<file path="src/rtl/util_wdg_frontend.sv">
// Heartbeat front-end for the watchdog: synchronises and glitch-filters hb_in,
// turns qualifying edges into monitor_out kicks and generates the cnt_pulse strobe.
module util_wdg_frontend #(
    parameter int SYNC_STAGES = 2,
    parameter int FILT_W      = 8
) (
    input  logic              clk,
    input  logic              rstn,
    input  logic              en,
    input  logic              hb_in,
    input  logic [1:0]        edge_sel,
    input  logic [FILT_W-1:0] filt_len,
    input  logic [31:0]       prescale,
    input  logic              cnt_clr,
    output logic              monitor_out,
    output logic              cnt_pulse,
    output logic              hb_level,
    output logic [31:0]       edge_cnt
);

    logic [SYNC_STAGES-1:0] sync_q, sync_d;
    logic                   sync;
    logic                   hb_level_q, hb_level_d;
    // Filtered level delayed by one enabled cycle, used for edge detection.
    logic                   hb_prev_q, hb_prev_d;
    logic [FILT_W-1:0]      fcnt_q, fcnt_d;
    logic [31:0]            pcnt_q, pcnt_d;
    logic                   monitor_q, monitor_d;
    logic                   pulse_q, pulse_d;
    logic [31:0]            edge_cnt_q, edge_cnt_d;

    function automatic logic kick_sel(input logic [1:0] sel, input logic lvl, input logic prev);
        logic k;
        case (sel)
            2'b00:   k = lvl & ~prev;
            2'b01:   k = ~lvl & prev;
            2'b10:   k = lvl ^ prev;
            default: k = lvl;
        endcase
        return k;
    endfunction

    assign sync = sync_q[SYNC_STAGES-1];

    always_comb begin
        sync_d     = {sync_q[SYNC_STAGES-2:0], hb_in};
        hb_level_d = hb_level_q;
        hb_prev_d  = hb_prev_q;
        fcnt_d     = fcnt_q;
        pcnt_d     = pcnt_q;
        monitor_d  = monitor_q;
        pulse_d    = pulse_q;
        edge_cnt_d = edge_cnt_q;

        if (!en) begin
            // Loading both levels from sync keeps re-enable free of spurious edges.
            hb_level_d = sync;
            hb_prev_d  = sync;
            fcnt_d     = '0;
            pcnt_d     = '0;
            monitor_d  = 1'b0;
            pulse_d    = 1'b0;
        end else begin
            hb_prev_d = hb_level_q;
            monitor_d = kick_sel(edge_sel, hb_level_q, hb_prev_q);

            if (sync == hb_level_q) begin
                fcnt_d = '0;
            end else if (fcnt_q == filt_len) begin
                hb_level_d = sync;
                fcnt_d     = '0;
            end else begin
                fcnt_d = fcnt_q + 1'b1;
            end

            if (pcnt_q >= prescale) begin
                pulse_d = 1'b1;
                pcnt_d  = '0;
            end else begin
                pulse_d = 1'b0;
                pcnt_d  = pcnt_q + 32'd1;
            end
        end

        if (cnt_clr) begin
            edge_cnt_d = '0;
        end else if (en && monitor_q && (edge_sel != 2'b11) && (edge_cnt_q != 32'hFFFF_FFFF)) begin
            edge_cnt_d = edge_cnt_q + 32'd1;
        end
    end

    always_ff @(posedge clk or negedge rstn) begin
        if (!rstn) begin
            sync_q     <= '0;
            hb_level_q <= 1'b0;
            hb_prev_q  <= 1'b0;
            fcnt_q     <= '0;
            pcnt_q     <= '0;
            monitor_q  <= 1'b0;
            pulse_q    <= 1'b0;
            edge_cnt_q <= '0;
        end else begin
            sync_q     <= sync_d;
            hb_level_q <= hb_level_d;
            hb_prev_q  <= hb_prev_d;
            fcnt_q     <= fcnt_d;
            pcnt_q     <= pcnt_d;
            monitor_q  <= monitor_d;
            pulse_q    <= pulse_d;
            edge_cnt_q <= edge_cnt_d;
        end
    end

    assign monitor_out = monitor_q;
    assign cnt_pulse   = pulse_q;
    assign hb_level    = hb_level_q;
    assign edge_cnt    = edge_cnt_q;

endmodule

</file>
<file path="config.mk">
export PLATFORM = sky130hd
export DESIGN_NAME = util_wdg_frontend
export DESIGN_NICKNAME = d
export VERILOG_FILES = /design/src/rtl/util_wdg_frontend.sv
export SDC_FILE = /design/constraint.sdc
export NUM_CORES = 1
export LEC_CHECK = 0
export BUFFER_PORTS_ARGS = -buffer_cell sky130_fd_sc_hd__buf_2
export CORE_UTILIZATION = 50
export DETAILED_ROUTE_END_ITERATION = 8
export PLACE_DENSITY = 0.72
export RECOVER_POWER = 100
export SETUP_SLACK_MARGIN = 0.4
export SYNTH_ARGS = -nofsm -noshare
export SYNTH_HDL_FRONTEND = slang
export SYNTH_SLANG_ARGS = --single-unit
</file>
<file path="constraint.sdc">
create_clock -name clk -period 5 [get_ports clk]
set_clock_uncertainty 0.15 [all_clocks]
set_input_delay 1 -clock clk [delete_from_list [all_inputs] [get_ports clk]]
set_output_delay 1 -clock clk [all_outputs]
set_load 0.05 [all_outputs]
</file>
==> flow_summary.ini, run 1 <==
[timing]
post-route-period-util_pct = 72.7
worst-slew-pin-transition_ns = 1.96
maxSlewHeadroom_pct = -30.5
fmax_ghz = 0.275
fin_crit_ns = 3.64
final_max_slew_viol_count = 79
rsz0062_at_grt = false
fin_tns_setup_ns = 0
hold_viol_final = 0
finalSetupViolations = 0
setup_ws_ns = 1.36

[hold_path]
hp-class = reg -> reg

[placement]
place_area_um2 = 5490
place_hpwl_um = 7910
place_ws_ns = 1.81
io_buffers = 81
routabilityCongestion = 0.799

[route]
route.detailed.drc = 0
wl_met2_um = 5460
wl_per_cell_um = 14.6
drt_iter0_markers = 213
via_per_inst = 5.68
topRoutingLayerUsed = met4
finalWirelength_um = 11100
vias = 4314
first_pass_iters = 4
wl_met3_um = 368
ant_nets = 0
met1Wirelength_um = 5160

[clock_network]
clock-sinks = 78
clkTransAtPathRegs_ns = 0.08
cts-resized-gates = 0
htreeDepth = 3
clock_latency_ns = 0.36
root_buffer = clkbuf_8
cts_setup_buffers = 0
numCtsBuffers = 9
hold_buffers = 0
clk_path_buf_depth = 2
cts_tree = yes

[yosys]
synth_cell_types = 45
synth_flop_cell = dfrtp_1
synth_edf_count = 0
synthCells = 552
synthAdderAreaFrac_pct = 9.23
netlist.area_leader.share_pct = 38.9
synth-seq-cells = 78
synth_mux_area_share_pct = 2.00
synth_compound_area_share_pct = 9.78
synthesis.area_um2 = 5010
synthArstFlopShare_pct = 100
synthSimpleGateAreaFrac_pct = 26.6
post-synth-top-area-cell = dfrtp_1
synth_top_family_by_area = simple AND/OR/NAND/NOR gates
seq_area_frac_synth_pct = 38.9
syn_nets = 636
yosysWarnings = 0
syn_avg_cell_area_um2 = 9.08
synth-xor-area-share_pct = 7.86
synth_area_leaders = dfrtp_1, ha_1, xnor2_1

[power_and_ir_drop]
comb_power_share_pct = 7.5
switching_power_uw = 296
intPower_mw = 1.03
ir_drop_mv = 0.146
swShare_pct = 22.4
p_seq_share_pct = 49.0
p_leak_nw = 2.48
pwr-share-clk_pct = 43.6
powerDensity_nw_per_um2 = 233

[finish]
drive_gt1_share_pct = 11.8
final_util_pct = 58.2
nets = 705
fin_area_um2 = 5660
area_growth_pct = 12.9
diodes = 0

[floorplan]
fp.dieArea_um2 = 10400
initial_core_util_pct = 51.5
row_count = 36
die_height_um = 102
core_um2 = 9730
die_w_um = 102
io-pin-count = 82

[setup_path]
worstPathRequired_ns = 5.01
critPathArrivalTime_ns = 3.64
crit_path_start_kind = input pin
timing_worst_setup_path_type = in -> reg
cp-end-kind = flip-flop
cp_max_fo = 33

[grt]
grt_start_max_net_pins = 79
antenna_found_initial = 0
overflow = 0
grtUsageTotal_pct = 22.4
grt_pass1_wl_um = 18400
first_global_vias = 4006

[run_status]
outcome = finished, violations left
violations = capacitance limit, slew limit

[run]
drv_cap = 1
==> critical path, stage by stage <==
cell      delay (ns)
buf_2           0.08
inv_1           0.04
ha_1            0.31
nand4_1         0.12
or4_1           0.61
a211oi_4        0.23
clkbuf_1        1.09
nor3_1          0.18
==> through the flow <==
step	total power [mW]	cells	hold WS, ns
final	1.32	759	0.204
after global routing	1.38	759	0.216
after CTS	1.34	759	0.204
after detailed placement	0.761	743	0.187
after global placement	0.756	743	0.184
after floorplan	0.713	552	0.181
==> layer usage <==
layer	vias to the layer above	global-route usage (%)
met5	-	0
met4	0	7.91
met3	8	3.83
met1	2115	29.6
met2	73	37.3
li1	2118	-
==> cell type report <==
class | instances | area [um2]
Multi-Input combinational cell | 407 | 2760
Fill cell | 930 | 4070
Inverter | 41 | 154
Timing Repair Buffer | 84 | 375
Clock buffer | 14 | 193
Clock inverter | 2 | 60.1
Tap cell | 133 | 166
Sequential cell | 78 | 1950
==> placed cells by master (no fill, tap or decap), types with 31 or more instances in the layout <==
master and count:
inv_1 41, buf_2 44, nand3_1 31, dfrtp_1 78, xnor2_1 35, nor3_1 40, ha_1 37, a21oi_1 41
clkbuf_1 38, nand2_1 34
==> cell usage after synthesis (7+ instances only) <==
| library cell | n |
|---|---|
| xnor2_1 | 35 |
| dfrtp_1 | 78 |
| nor2b_1 | 7 |
| clkbuf_1 | 11 |
| nand2_1 | 34 |
| inv_1 | 41 |
| xor2_1 | 10 |
| nand3_1 | 31 |
| nor3_1 | 40 |
| a21oi_1 | 40 |
| or4_1 | 11 |
| and4_1 | 8 |
| buf_2 | 11 |
| nor2_1 | 21 |
| or3_1 | 15 |
| nor4_1 | 13 |
| ha_1 | 37 |
| and3_1 | 13 |
| o31ai_1 | 11 |
| nand4_1 | 18 |
| o21ai_0 | 23 |
==> worst paths after layout <==
path,startpoint,to,slack (ns),cells after the start
worst max-delay path,prescale[30],pcnt_q[3],1.36,8
worst min-delay path,sync_q[0],sync_q[1],0.20,0
worst max register to register,pcnt_q[26],pcnt_q[3],1.64,6
worst min register to register,sync_q[0],sync_q[1],0.20,0
max in group asynchronous,rstn,pcnt_q[26],2.51,1
min in group asynchronous,rstn,edge_cnt[30],1.04,1
==> logic make-up after synthesis <==
group | count (synthesis)
simple gates | 233
xor+xnor | 45
compound gates | 84
fa+ha+maj | 37
mux | 8
flops | 78
buf+inv | 67
==> state kept, by name, indices dropped and copies added (netlist names) <==
register	cells
hb_prev_q	1
sync_q	2
edge_cnt	32
pcnt_q	32
hb_level	1
monitor_out	1
cnt_pulse	1
fcnt_q	8
==> power by group through the flow <==
stage          sequential (mW)  clock (mW)  combinational (mW)
2_1_floorplan            0.664           0              0.0492
3_3_place_gp             0.659           0              0.0973
3_5_place_dp             0.659           0               0.103
4_1_cts                  0.646       0.589               0.103
5_1_grt                  0.648       0.615               0.113
6_report                 0.647       0.575              0.0986
(Power assumes the default switching activity.)
==> run 2: changes to the inputs <==
- PLACE_DENSITY: 0.72 -> 0.75
- clock period: 5 -> 3.2 ns (I/O delays scaled with it)
==> run 2 against run 1 <==
The run still ends with capacitance limit, slew limit left. Clock power rose by 67%. Total power is 61% higher. Via count decreased by 0.14%. Design area up 0.15%. Core utilization up 0.090 points. First-iteration DRC count up 23%. Critical endpoint is now pcnt_q[17]. Non-clock buffer count rose by 1. Die area is the same.
==> flow_summary.ini, run 2 (synthesis gave the netlist of run 1 again) <==
[run_status]
outcome = finished, violations left
violations = capacitance limit, slew limit

[route]
via_per_inst = 5.68
first_pass_iters = 5
ant_nets = 0
route.detailed.drc = 0
drt_iter0_markers = 262
wl_per_cell_um = 14.6
vias = 4308
finalWirelength_um = 11100

[finish]
fill_cells = 916
drive_gt1_share_pct = 12.0
seqCellArea_um2 = 1950
final_cell_mix = dfrtp_1, buf_2, inv_1
area_growth_pct = 13.1
final_util_pct = 58.3
diodes = 0
final_common_cell = dfrtp_1
multi_input_area_um2 = 2750
nets = 706

[clock_network]
clkTransAtPathRegs_ns = 0.08
clk_path_buf_depth = 2
hold_buffers = 0
cts_tree = yes
cts-resized-gates = 0
cts_setup_buffers = 0
clock-sinks = 78
clock_latency_ns = 0.35
numCtsBuffers = 9
htreeDepth = 3
root_buffer = clkbuf_8

[setup_path]
crit_path_max_incr_delay_ns = 0.60
r2r-end = pcnt_q[17]
cp-end-kind = flip-flop
reg2reg_from = pcnt_q[26]
critPathCapture = pcnt_q[17]
timing_worst_setup_path_type = reg -> reg
cp_cell_sequence = ha_1 > nand4_1 > or4_1 > a211oi_4 > clkbuf_2 > nor3_1
rrSetupSlack_ns = 0.38
crit_buf_inv = 1
worstPathRequired_ns = 3.24
reg2reg_depth = 6
slowest_stage = or4_1
startpoint = pcnt_q[26]
critPathArrivalTime_ns = 2.86
crit_path_start_kind = flip-flop
cp_max_fo = 33
cp_num_cells = 6
cp_top_family = simple AND/OR/NAND/NOR gates

[floorplan]
die_height_um = 102
core_um2 = 9730
row_count = 36
die_w_um = 102
fp.dieArea_um2 = 10400
io-pin-count = 82
initial_core_util_pct = 51.5

[timing]
fin_crit_ns = 2.82
rsz0062_at_grt = false
worst-slew-pin-transition_ns = 1.95
post-route-period-util_pct = 88.1
finalSetupViolations = 0
setup_ws_ns = 0.381
fmax_ghz = 0.355
maxSlewHeadroom_pct = -30.1
fin_tns_setup_ns = 0
hold-worst-slack_ns = 0.214
hold_viol_final = 0
final_max_slew_viol_count = 79

[grt]
grt_start_max_net_pins = 79
overflow = 0
grtUsageTotal_pct = 22.2
grt_pass1_wl_um = 18300
first_global_vias = 3966
antenna_found_initial = 0

[placement]
io_buffers = 81
place_ws_ns = 0.345
place_hpwl_um = 7880
routabilityCongestion = 0.798

[hold_path]
hp-class = reg -> reg

[power_and_ir_drop]
power.total_mw = 2.13
ir_drop_mv = 0.238
p_leak_nw = 2.47
powerDensity_nw_per_um2 = 375

[run]
drv_cap = 1
## run 2: power by group
| group | switching, mW | internal, mW |
|---|---|---|
| Sequential | 0.0144 | 0.996 |
| Clock | 0.350 | 0.610 |
| Combinational | 0.0967 | 0.0596 |
## run 2: routing by layer
metal | track usage (%) | part of all wire (%)
met2 | 37.2 | 49
met5 | 0 | 0
met3 | 3.08 | 3.5
met1 | 29.4 | 46
met4 | 8.13 | 1.5
## run 2: cell type report
type / instances / area share (%)
sequential: 78 / 34.4
inverter: 41 / 2.71
timing repair buffer: 85 / 6.84
multi-input combinational: 407 / 48.6
clock buffer: 10 / 2.43
clock inverter: 4 / 2.12
tap: 133 / 2.93
## run 2: stage by stage
stage	std cells	area, um2
after floorplan	552	5010
after global placement	744	5500
after detailed placement	744	5500
after CTS	758	5760
after global routing	758	5670
final	758	5670
## run 2: worst min path at each step
stage,startpoint,endpoint,slack [ns],cells after the start
2_1_floorplan,sync_q[0],sync_q[1],0.18,0
3_3_place_gp,sync_q[0],sync_q[1],0.18,0
3_5_place_dp,sync_q[0],sync_q[1],0.19,0
4_1_cts,sync_q[0],sync_q[1],0.21,0
5_1_grt,hb_in,sync_q[0],0.23,1
6_report,sync_q[0],sync_q[1],0.21,0
==> run 3: changes to the inputs <==
- CORE_UTILIZATION: 50 -> 52
- PLACE_DENSITY: 0.75 -> 0.77
==> run 3 against run 2 <==
Worst setup slack better by 0.085 ns. Core utilization is 2.4 points higher. Sequential share of layout area is 0.22 points higher. Global-route usage is 1.4 points higher. Via count is 1.1% higher. Final cell count is 0.13% lower. Die area is 3.8% lower. Clock power is 11% lower. Worst hold slack worse by 0.010 ns. Highest routed layer unchanged. The flow still finishes with violations (capacitance limit, slew limit). Total power is 5.1% lower. Critical path depth stayed put.
==> flow_summary.ini, run 3 (synthesis gave the netlist of run 1 again) <==
[clock_network]
cts_tree = yes
cts_setup_buffers = 0
clk_path_buf_depth = 2
clkTransAtPathRegs_ns = 0.07
numCtsBuffers = 9
clock-sinks = 78
root_buffer = clkbuf_8
hold_buffers = 0
clock_latency_ns = 0.35
cts-resized-gates = 0
htreeDepth = 3

[grt]
first_global_vias = 3974
grt_start_max_net_pins = 79
grt_pass1_wl_um = 18800
antenna_found_initial = 0
grtUsageTotal_pct = 23.6
overflow = 0

[route]
wl_per_cell_um = 14.7
via_per_inst = 5.76
drt_iter0_markers = 315
first_pass_iters = 5
ant_nets = 0
finalWirelength_um = 11200
route.detailed.drc = 0
vias = 4357

[timing]
final_max_slew_viol_count = 79
fin_crit_ns = 2.73
fmax_ghz = 0.366
post-route-period-util_pct = 85.5
worst-slew-pin-transition_ns = 1.96
fin_tns_setup_ns = 0
hold-worst-slack_ns = 0.204
hold_viol_final = 0
maxSlewHeadroom_pct = -30.9
rsz0062_at_grt = false
finalSetupViolations = 0

[setup_path]
cp-end-kind = flip-flop
worstPathRequired_ns = 3.25
timing_worst_setup_path_type = reg -> reg
crit_path_start_kind = flip-flop
cp_max_fo = 33
critPathArrivalTime_ns = 2.78

[power_and_ir_drop]
powerDensity_nw_per_um2 = 358
pwr-share-clk_pct = 42.3
intPower_mw = 1.56
ir_drop_mv = 0.216
p_seq_share_pct = 50.0
power.total_mw = 2.02
switching_power_uw = 460
p_leak_nw = 2.47
comb_power_share_pct = 7.7
swShare_pct = 22.8

[hold_path]
hp-class = reg -> reg

[finish]
diodes = 0
area_growth_pct = 12.4
final_cell_mix = dfrtp_1, buf_2, inv_1
drive_gt1_share_pct = 12.1
final_util_pct = 60.7
nets = 707
fill_cells = 836
final_common_cell = dfrtp_1

[floorplan]
die_height_um = 100
die_w_um = 100
fp.dieArea_um2 = 10000
initial_core_util_pct = 54.0
io-pin-count = 82
row_count = 35
core_um2 = 9280

[run_status]
violations = capacitance limit, slew limit
outcome = finished, violations left

[placement]
io_buffers = 81
place_hpwl_um = 7850
routabilityCongestion = 0.819

[run]
drv_cap = 1
[run 3: changes by cell type in the layout (fill, tap and decap cells not counted), sizes merged]
cell / previous run / this run
clkbuf: 48 / 52
bufinv: 4 / 2
clkinv: 0 / 1
[run 3: path summary, 6_finish.rpt]
kind | from | to | slack, ns | cells past startpoint
worst max-delay path | pcnt_q[27] | pcnt_q[3] | 0.47 | 6
max in group asynchronous | rstn | pcnt_q[26] | 1.06 | 1
min in group asynchronous | rstn | edge_cnt[30] | 0.66 | 1
worst min register to register | sync_q[0] | sync_q[1] | 0.20 | 0
worst max register to register | pcnt_q[27] | pcnt_q[3] | 0.47 | 6
worst min-delay path | sync_q[0] | sync_q[1] | 0.20 | 0
[run 3: layout make-up]
cell class | count | area [um2] | area share [%]
clock inverters | 3 | 65.1 | 1.15
well taps | 129 | 161 | 2.86
inverters | 41 | 154 | 2.73
repair buffers | 86 | 393 | 6.97
clock buffers | 13 | 169 | 3.00
flip-flops and latches | 78 | 1950 | 34.6
multi-input cells | 407 | 2740 | 48.6
[run 3: layer usage]
metal	vias up	global-route usage (%)	wire, um
met5	-	0	0
met4	0	9.48	250
met3	22	3.69	435
li1	2123	-	-
met1	2104	32.2	5190
met2	108	37.8	5290
[run 3: power by group through the flow]
stage | combinational, mW | clock [mW] | sequential [mW]
floorplan | 0.0769 | 0 | 1.04
global placement | 0.153 | 0 | 1.03
detailed placement | 0.161 | 0 | 1.03
CTS | 0.161 | 0.874 | 1.01
global route | 0.179 | 0.920 | 1.01
finish | 0.156 | 0.853 | 1.01
[run 3: critical path, cell delays in order, from the launching register on]
cell and delay [ns]:
dfrtp_1 0.44, ha_1 0.34, nand4_1 0.13, or4_1 0.55
a211oi_1 0.23, clkbuf_2 0.59, nor3_1 0.14
[run 3: per-stage QoR]
| stage | std cells | setup WS (ns) | area (um2) |
|---|---|---|---|
| 4_1_cts | 757 | 0.660 | 5740 |
| 3_5_place_dp | 741 | 0.373 | 5500 |
| 6_report | 757 | 0.465 | 5640 |
| 5_1_grt | 757 | 0.276 | 5640 |
| 3_3_place_gp | 741 | 0.467 | 5500 |
| 2_1_floorplan | 552 | 0.592 | 5010 |
